**config.mk**
```make
export PLATFORM = sky130hd
export DESIGN_NAME = pingpong_sdp_ram
export DESIGN_NICKNAME = d
export VERILOG_FILES = /design/src/rtl/pp_ram_pkg.sv /design/src/rtl/sdp_ram_core.sv /design/src/rtl/pingpong_sdp_ram.sv
export SDC_FILE = /design/constraint.sdc
export NUM_CORES = 2
export LEC_CHECK = 0
export ABC_CLOCK_PERIOD_IN_PS = 7200
export BUFFER_PORTS_ARGS = -buffer_cell sky130_fd_sc_hd__buf_2
export CORE_ASPECT_RATIO = 0.5
export CORE_MARGIN = 1
export CORE_UTILIZATION = 40
export DETAILED_ROUTE_END_ITERATION = 10
export HOLD_SLACK_MARGIN = 0.08
export SLEW_MARGIN = 25
export SYNTH_ARGS = -nofsm -noshare
export SYNTH_HDL_FRONTEND = slang
export SYNTH_SLANG_ARGS = --single-unit
```
**constraint.sdc**
```tcl
create_clock -name clk -period 7.2 [get_ports clk]
set_clock_uncertainty 0.1 [all_clocks]
set_input_delay 0 -clock clk [delete_from_list [all_inputs] [get_ports clk]]
set_output_delay 0 -clock clk [all_outputs]
set_load 0.02 [all_outputs]
```
**src/rtl/pp_ram_pkg.sv**
```systemverilog
// Shared constants for the ping-pong simple-dual-port RAM: occupancy counter
// sizing and the bit positions of the sticky error flags in a status word.
package pp_ram_pkg;

  localparam int FULL_CNT_W = 2;
  localparam logic [FULL_CNT_W-1:0] FULL_BANKS = 2'd2;

  localparam int ERR_OVF_BIT  = 0;
  localparam int ERR_UDF_BIT  = 1;
  localparam int ERR_ADDR_BIT = 2;
  localparam int ERR_BITS     = 3;

  typedef logic [FULL_CNT_W-1:0] full_cnt_t;
  typedef logic [ERR_BITS-1:0]   err_flags_t;

endpackage

```
**src/rtl/sdp_ram_core.sv**
```systemverilog
// Simple-dual-port storage: synchronous write port, registered read port.
// RAM_TYPE selects which ram_style hint the inferred array carries.
module sdp_ram_core #(
  parameter int    DATA_WIDTH = 32,
  parameter int    WORDS      = 128,
  parameter int    AW         = 7,
  parameter string RAM_TYPE   = "block"
) (
  input  logic                  clk,
  input  logic                  i_we,
  input  logic [AW-1:0]         i_waddr,
  input  logic [DATA_WIDTH-1:0] i_wdata,
  input  logic                  i_re,
  input  logic [AW-1:0]         i_raddr,
  output logic [DATA_WIDTH-1:0] o_rdata
);

  // Attributes must be literal on most tools, so each style gets its own array.
  if (RAM_TYPE == "distributed") begin : g_dist
    (* ram_style = "distributed" *) logic [DATA_WIDTH-1:0] r_mem [WORDS];
    always_ff @(posedge clk) begin
      if (i_we) r_mem[i_waddr] <= i_wdata;
      if (i_re) o_rdata <= r_mem[i_raddr];
    end
  end else if (RAM_TYPE == "ultra") begin : g_ultra
    (* ram_style = "ultra" *) logic [DATA_WIDTH-1:0] r_mem [WORDS];
    always_ff @(posedge clk) begin
      if (i_we) r_mem[i_waddr] <= i_wdata;
      if (i_re) o_rdata <= r_mem[i_raddr];
    end
  end else begin : g_block
    (* ram_style = "block" *) logic [DATA_WIDTH-1:0] r_mem [WORDS];
    always_ff @(posedge clk) begin
      if (i_we) r_mem[i_waddr] <= i_wdata;
      if (i_re) o_rdata <= r_mem[i_raddr];
    end
  end

endmodule

```
**src/rtl/pingpong_sdp_ram.sv**
```systemverilog
// Double-buffered SDP RAM: the writer fills one bank while the reader drains
// the other; banks swap on last-word markers, with occupancy-based backpressure.
module pingpong_sdp_ram
  import pp_ram_pkg::*;
#(
  parameter int    DATA_WIDTH = 32,
  parameter int    DEPTH      = 64,
  parameter int    ADDRW      = 6,
  parameter string RAM_TYPE   = "block"
) (
  input  logic                  clk,
  input  logic                  resetn,
  input  logic                  flush,
  input  logic                  wr_en,
  input  logic [ADDRW-1:0]      wr_addr,
  input  logic [DATA_WIDTH-1:0] wr_data,
  input  logic                  wr_last,
  output logic                  wr_ready,
  output logic                  wr_bank,
  input  logic                  rd_en,
  input  logic [ADDRW-1:0]      rd_addr,
  input  logic                  rd_last,
  output logic                  rd_avail,
  output logic                  rd_bank,
  output logic [DATA_WIDTH-1:0] rd_data,
  output logic                  rd_valid,
  output logic                  err_ovf,
  output logic                  err_udf,
  output logic                  err_addr
);

  localparam int PAW = ADDRW + 1;
  localparam logic [PAW-1:0] DEPTH_P = PAW'(DEPTH);

  full_cnt_t  r_fullCnt;
  logic       r_wb;
  logic       r_rb;
  logic       r_rdValid;
  logic       r_rdZero;
  err_flags_t r_err;

  logic                  w_wrReady;
  logic                  w_rdAvail;
  logic                  w_wrAcc;
  logic                  w_rdAcc;
  logic                  w_wrInRange;
  logic                  w_rdInRange;
  logic                  w_wrSwap;
  logic                  w_rdSwap;
  logic                  w_ramWe;
  logic                  w_ramRe;
  logic [PAW-1:0]        w_wrPhys;
  logic [PAW-1:0]        w_rdPhys;
  logic [DATA_WIDTH-1:0] w_ramQ;

  assign w_wrReady   = (r_fullCnt < FULL_BANKS);
  assign w_rdAvail   = (r_fullCnt != '0);
  assign w_wrAcc     = wr_en & w_wrReady & ~flush;
  assign w_rdAcc     = rd_en & w_rdAvail & ~flush;
  assign w_wrInRange = ({1'b0, wr_addr} < DEPTH_P);
  assign w_rdInRange = ({1'b0, rd_addr} < DEPTH_P);
  assign w_wrSwap    = w_wrAcc & wr_last;
  assign w_rdSwap    = w_rdAcc & rd_last;
  assign w_ramWe     = w_wrAcc & w_wrInRange;
  assign w_ramRe     = w_rdAcc & w_rdInRange;

  // Bank 1 starts at DEPTH so a non-power-of-two DEPTH still packs into 2*DEPTH words.
  assign w_wrPhys = r_wb ? (DEPTH_P + {1'b0, wr_addr}) : {1'b0, wr_addr};
  assign w_rdPhys = r_rb ? (DEPTH_P + {1'b0, rd_addr}) : {1'b0, rd_addr};

  sdp_ram_core #(
    .DATA_WIDTH (DATA_WIDTH),
    .WORDS      (2 * DEPTH),
    .AW         (PAW),
    .RAM_TYPE   (RAM_TYPE)
  ) u_core (
    .clk     (clk),
    .i_we    (w_ramWe),
    .i_waddr (w_wrPhys),
    .i_wdata (wr_data),
    .i_re    (w_ramRe),
    .i_raddr (w_rdPhys),
    .o_rdata (w_ramQ)
  );

  always_ff @(posedge clk or negedge resetn) begin
    if (!resetn) begin
      r_fullCnt <= '0;
      r_wb      <= 1'b0;
      r_rb      <= 1'b0;
    end else if (flush) begin
      r_fullCnt <= '0;
      r_wb      <= 1'b0;
      r_rb      <= 1'b0;
    end else begin
      if (w_wrSwap) r_wb <= ~r_wb;
      if (w_rdSwap) r_rb <= ~r_rb;
      case ({w_wrSwap, w_rdSwap})
        2'b10:   r_fullCnt <= r_fullCnt + full_cnt_t'(1);
        2'b01:   r_fullCnt <= r_fullCnt - full_cnt_t'(1);
        default: r_fullCnt <= r_fullCnt;
      endcase
    end
  end

  // r_rdZero forces rd_data to zero after reset and for out-of-range reads,
  // while the core output register keeps holding its last real word.
  always_ff @(posedge clk or negedge resetn) begin
    if (!resetn) begin
      r_rdValid <= 1'b0;
      r_rdZero  <= 1'b1;
    end else if (flush) begin
      r_rdValid <= 1'b0;
    end else begin
      r_rdValid <= w_rdAcc;
      if (w_rdAcc) r_rdZero <= ~w_rdInRange;
    end
  end

  always_ff @(posedge clk or negedge resetn) begin
    if (!resetn) begin
      r_err <= '0;
    end else if (flush) begin
      r_err <= '0;
    end else begin
      if (wr_en & ~w_wrReady) r_err[ERR_OVF_BIT] <= 1'b1;
      if (rd_en & ~w_rdAvail) r_err[ERR_UDF_BIT] <= 1'b1;
      if ((w_wrAcc & ~w_wrInRange) | (w_rdAcc & ~w_rdInRange))
        r_err[ERR_ADDR_BIT] <= 1'b1;
    end
  end

  assign wr_ready = w_wrReady;
  assign rd_avail = w_rdAvail;
  assign wr_bank  = r_wb;
  assign rd_bank  = r_rb;
  assign rd_valid = r_rdValid;
  assign rd_data  = r_rdZero ? '0 : w_ramQ;
  assign err_ovf  = r_err[ERR_OVF_BIT];
  assign err_udf  = r_err[ERR_UDF_BIT];
  assign err_addr = r_err[ERR_ADDR_BIT];

endmodule

```
=== After elaboration in Yosys (flattened, before gate mapping) ===
Memory sizes are Yosys's and may differ from the RTL's. A register that Yosys moved wholly into a read port is not among the register bits.
Index checks and enable logic that the tools add are counted.

* Flip-flop bits (word level): 8
* Memory bits (writable): 4096
* Input port bits: 51
* Output and inout port bits: 40
* Logic and storage cells: 50
* Memories kept: 1

{| class="wikitable"
|+ Memory list
! memory !! words !! bits a word !! rd ports !! clocked after Yosys merged registers in !! write ports !! line !! RTL
|-
| u_core.g_block.r_mem || 128 || 32 || 1 || 1 || 1 || sdp_ram_core.sv:32 || <nowiki>(* ram_style = "block" *) logic [DATA_WIDTH-1:0] r_mem [WORDS];</nowiki>
|}

* Add/sub/neg operators: 4
* Magnitude comparators: 1
* Eq/ne operators: 2
* Muxes and demuxes: 15
* Bitwise gates (word level): 13
* Reduce and logical (&&, ||, !) cells: 7

{| class="wikitable"
|+ Operators by type and width
! cell !! number
|-
| $mux W32 || 1
|-
| $add A7 B6 Y7 const A || 2
|-
| $mux W7 || 2
|-
| $reduce_bool A2 Y1 || 5
|-
| $mux W1 || 9
|-
| $and A1 B1 Y1 || 8
|-
| $not A1 Y1 || 5
|-
| $mux W2 || 2
|-
| $pmux W2 S2 || 1
|-
| $reduce_bool A3 Y1 || 1
|-
| $add A2 B1 Y2 const B || 1
|-
| $eq A2 B1 Y1 const B || 1
|-
| $eq A2 B2 Y1 const B || 1
|-
| $lt A2 B2 Y1 const B || 1
|-
| $reduce_and A2 Y1 || 1
|-
| $sub A2 B1 Y2 const B || 1
|}

=== Logic depth before layout (Yosys ltp) ===
* Word-level depth: 7
* Gate-level depth with buffers: 8

=== Hierarchy ===
Synthesis repeated with hierarchy kept, for this count alone.

* Cells, all modules: 6063
* Area total of the unflattened synthesis: 157179.5 µm²

{| class="wikitable"
|+ Modules (own cells, without submodules)
! module !! instances !! cells an instance !! area an instance (µm²) !! sequential area each (µm²)
|-
| sdp_ram_core || 1 || 5990 || 156596.4 || 123958.9
|-
| pingpong_sdp_ram || 1 || 73 || 583.1 || 201.4
|}

=== Least setup slack after synthesis ===
Ideal clock, no wire load.

* Kind: register to register
* From: register r_fullCnt[1]
* To: memory u_core.g_block.r_mem[80][0], enable pin
* Setup time: 502 ps
* Arrival time: 4472 ps
* Path slack: 2127 ps
* Cell stages (with the launch flop): 6
* Clock period less this slack: 5073 ps
* Path through: dfrtp_1 clkbuf_1 nor3b_1 and2_1 nand2_1 nor4_1

* Longest elaborated chain between the ends: 5

{| class="wikitable"
|+ RTL lines
! what !! line !! RTL
|-
| from (decl) || pingpong_sdp_ram.sv:35 || <nowiki>full_cnt_t r_fullCnt;</nowiki>
|-
| from (signal assigned) || pingpong_sdp_ram.sv:99 || <nowiki>2'b10: r_fullCnt <= r_fullCnt + full_cnt_t'(1);</nowiki>
|-
| from (signal assigned) || pingpong_sdp_ram.sv:100 || <nowiki>2'b01: r_fullCnt <= r_fullCnt - full_cnt_t'(1);</nowiki>
|-
| from (signal assigned) || pingpong_sdp_ram.sv:101 || <nowiki>default: r_fullCnt <= r_fullCnt;</nowiki>
|-
| $lt A2 B2 Y1 || pingpong_sdp_ram.sv:56 || <nowiki>assign w_wrReady = (r_fullCnt < FULL_BANKS);</nowiki>
|-
| $and A1 B1 Y1 (2 in series) || pingpong_sdp_ram.sv:58 || <nowiki>assign w_wrAcc = wr_en & w_wrReady & ~flush;</nowiki>
|-
| $mux W1 || sdp_ram_core.sv:34 || <nowiki>if (i_we) r_mem[i_waddr] <= i_wdata;</nowiki>
|-
| $mux W1 (implied by the code) || sdp_ram_core.sv:34 ||
|-
| to (decl) || sdp_ram_core.sv:32 ||
|}

No other way between the ends.

=== Worst setup path in the final report ===
* From: register r_wb (netlist: wr_bank)
* To: memory u_core.g_block.r_mem[26][21], enable pin

* Longest elaborated chain between the ends: 1

{| class="wikitable"
|+ RTL lines
! what !! line !! RTL
|-
| from (decl) || pingpong_sdp_ram.sv:36 || <nowiki>logic r_wb;</nowiki>
|-
| from (signal assigned) || pingpong_sdp_ram.sv:96 || <nowiki>if (w_wrSwap) r_wb <= ~r_wb;</nowiki>
|-
| $mux W7 || pingpong_sdp_ram.sv:68 || <nowiki>assign w_wrPhys = r_wb ? (DEPTH_P + {1'b0, wr_addr}) : {1'b0, wr_addr};</nowiki>
|}

No other way between the ends.

==> out/summary.txt <==
================================================================================
Fill cell instance count of the final layout ......................        31690
Comb power frac ...................................................        0.052
Count of TritonRoute iterations in the first routing pass .........            7
Endpoint class of the critical path ...............................    flip-flop
Post-synthesis cell type with the largest combined area ........... sky130_fd_sc_hd__edfxtp_1
Effective utilization at floorplan ................................       0.4026
Initial antenna violation count ...................................           59
FF+latch count, synth .............................................         4136
Worst VDD drop ....................................................    0.2069 mV
Crit path DAT .....................................................      4.20 ns
Register-to-Register Setup Slack ..................................      3.48 ns
Via-per-instance ratio ............................................        5.979
Power, Total ......................................................     49.14 mW
Clock buffer count from CTS .......................................          377
Number of top-level pins ..........................................           91
Data required time at the worst endpoint ..........................      7.68 ns
Synthesized net count .............................................         6112
Startpoint class of the critical path .............................    flip-flop
Count of instances resized after the clock tree is built ..........            0
Class of the most critical setup path ............................. flip-flop to flip-flop
Final Critical Period .............................................     3.717 ns
Deepest clock path buffer count ...................................            4
Ratio of cells with drive above 1 in the final layout .............       0.3448
Cell area reported after detailed placement .......................  0.1660 mm^2
Warnings, synthesis ...............................................            0
Outcome ...........................................................    completed
Placer congestion estimate ........................................       0.7845
Part of the Yosys area used for sequential elements ...............       0.7899
Total grt overflow ................................................            0
Detailed-route wire length ........................................     421.2 mm
Startpoint of the lowest-slack register-to-register path ..........      wr_bank
# port buffers ....................................................           89
Final hold violation count ........................................            0
Biggest fanout along the worst timing path ........................           18
Mean routed wirelength per cell ...................................     34.84 um
# rows ............................................................          162
Via count of the first global-routing pass ........................        71050
Pin slew with the least headroom to its limit .....................     1.124 ns
Number of H-tree branching levels .................................            5
Average instance area after synthesis .............................   25.93 um^2
Setup repair after global routing missed its margin ...............        false
Antenna violation net count after detailed routing ................            0
Half-perimeter wire length after detailed placement ...............     227.2 mm
Max-cap violations ................................................            0
Leading post-synthesis cells by cell area ......................... sky130_fd_sc_hd__edfxtp_1 79%, sky130_fd_sc_hd__mux4_2 19%, sky130_fd_sc_hd__clkbuf_1 0.45%
Final-report max-slew violation count .............................            0
GRT Overall Usage .................................................       0.2101
Part of the power in registers ....................................        0.540
Global-route wire length before repair ............................     580.0 mm
P_sw ..............................................................     10.48 mW
Sequence of cells on the critical path ............................ nor2_1, nand3_1, nor2_4, buf_4
Remaining max-slew budget at the tightest pin .....................       0.2504
Reg-to-Reg End .................................................... u_core.g_block.r_mem[26][21]
Most common library cell in the layout ignoring fill and taps ..... sky130_fd_sc_hd__edfxtp_1
Post-synthesis cell count .........................................         6061
Layout Cell Area excl Fill ........................................  0.1790 mm^2
Die Ht ............................................................     445.3 um
Slowest CP cell ................................................... sky130_fd_sc_hd__nor2_4
Hold Path End ..................................................... u_core.g_block.r_mem[5][1]
Clock transition at path regs .....................................      0.06 ns
Max Fclk ..........................................................    269.0 MHz
Core box area .....................................................  0.3904 mm^2
Clock Latency Late Sink ...........................................      0.94 ns
Final count of negative-setup-slack endpoints .....................            0
Post-Synthesis Cell Area ..........................................  0.1572 mm^2
Initial detailed-routing violation count ..........................        10680
Most frequent cells in the layout ................................. 4128 x sky130_fd_sc_hd__edfxtp_1, 1344 x sky130_fd_sc_hd__mux4_2, 385 x sky130_fd_sc_hd__clkbuf_16
Synth cell types ..................................................           29
Fin nets ..........................................................         6586
Count of cells along the worst register-to-register path ..........            4
Share of the clock period used by the worst path after layout .....       0.5162
Number of cells traversed by the worst hold path ..................            2
Maximum number of pins on one net before global-route repair ......          102
Vias post-DR ......................................................        72280
Post-route DRC ....................................................            0
Switching part of the total power .................................       0.2133
Fraction of the core area covered by cells at the end of the flow .       0.4586
Share of the synthesized area in the top cell type ................       0.7886
Power density over the cells ...................................... 274.5 mW/mm^2
Summed negative setup slack over all endpoints ....................         0 ns
Worst Hold Class .................................................. primary input to flip-flop
Leakage ...........................................................     54.12 nW
Startpoint of the most critical hold path .........................   wr_data[1]
Die X .............................................................     888.5 um
Master cell of the clock root buffer .............................. sky130_fd_sc_hd__clkbuf_16
Clock tree from TritonCTS .........................................          yes
Cell-internal power ...............................................     38.66 mW
Delay of the slowest critical-path stage ..........................      0.88 ns
CTS Sinks .........................................................         4136
Area delta synth->final ...........................................       13.90%
Clk pwr share .....................................................        0.407
Floorplan die area ................................................  0.3956 mm^2
================================================================================
## routing by layer
metal | global-route usage | share of wire | up-vias
met1 | 0.3107 | 0.41 | 40250
met5 | 0 | 0.00046 | -
met4 | 0.04987 | 0.024 | 28
met2 | 0.3174 | 0.46 | 3822
li1 | - | - | 27610
met3 | 0.05223 | 0.11 | 564
## cells in the mapped netlist (all sizes together)
cell       n
xor2       2
mux2      32
nor4       2
and2       3
dfstp      1
or3b       1
nand3     10
nor3b      1
clkbuf   189
edfxtp  4128
o21ai      2
a31oi      1
nand4b     3
nand4      2
a21oi      3
nand2     13
nor2     135
buf      133
nand3b     6
nor2b     38
or4b       1
inv        2
mux4    1344
conb       1
xnor2      1
dfrtp      7
## how the worst max path moves through the flow
stage | startpoint | to | slack (ns) | cells after the start
after detailed placement | rd_addr[0] | u_core.o_rdata[9] | 3.10 | 6
after global routing | wr_bank | u_core.g_block.r_mem[26][21] | 3.41 | 4
after global placement | rd_addr[0] | u_core.o_rdata[9] | 3.11 | 6
after CTS | wr_bank | u_core.g_block.r_mem[26][19] | 3.53 | 4
after floorplan | r_fullCnt[1] | u_core.g_block.r_mem[80][0] | 2.13 | 5
final | wr_bank | u_core.g_block.r_mem[26][21] | 3.48 | 4
## critical path: cells and delay by family, from the launching register on
family,cells,cell delay [ns]
DFF,1,0.58
and+or+nand+nor,3,2.15
buffers and inverters,1,0.47
## state kept, by name (all words and copies together) (netlist names)
name,flops
u_core.g_block.r_mem,4096
u_core.o_rdata,32
r_err,2
r_fullCnt,2
r_rdZero,1
rd_bank,1
rd_valid,1
wr_bank,1
## final cells by class
class | count | area (um^2) | area share
Sequential cell | 4136 | 124200 | 0.6936
Timing Repair Buffer | 417 | 3651 | 0.02039
Inverter | 2 | 7.507 | 0.00004193
Clock inverter | 207 | 2033 | 0.01136
Clock buffer | 456 | 9901 | 0.05530
Multi-Input combinational cell | 1601 | 32650 | 0.1824
Tap cell | 5248 | 6566 | 0.03668
Antenna cell | 22 | 55.05 | 0.0003075
## cells by family (layout without fill, tap and decap cells)
kind of cell,Yosys count,count (layout),share of synthesized area
muxes,1376,1376,0.1949
xor gates and xnor gates,3,3,0.0001672
DFF,4136,4136,0.7899
buffers and inverters,324,1082,0.008565
other,1,23,0.00002386
and+or+nand+nor,215,215,0.006265
AOI/OAI and AO/OA,6,6,0.0001990
## through the flow
| stage | std cells | hold slack (ns) | setup slack (ns) |
|---|---|---|---|
| floorplan | 6061 | -0.3956 | 2.127 |
| global placement | 11310 | -0.2494 | 3.107 |
| detailed placement | 11310 | -0.2457 | 3.099 |
| CTS | 12070 | 0.08692 | 3.531 |
| global route | 12070 | 0.1275 | 3.415 |
| finish | 12090 | 0.1190 | 3.483 |
## power by group through the flow
| stage | clock network, mW | registers, mW | logic, mW |
|---|---|---|---|
| floorplan | 0 | 27.1 | 1.27 |
| global placement | 0 | 27.1 | 2.48 |
| detailed placement | 0 | 27.1 | 2.51 |
| CTS | 20.3 | 26.6 | 2.57 |
| global route | 21.2 | 26.5 | 2.68 |
| finish | 20.0 | 26.6 | 2.57 |
## what timing repair did
action | in CTS | in global routing
hold buffers | 92 | 0
hold endpoints to repair | 2953 | 0
buffers inserted | 0 | 0
Power figures use the tool's default switching activity.
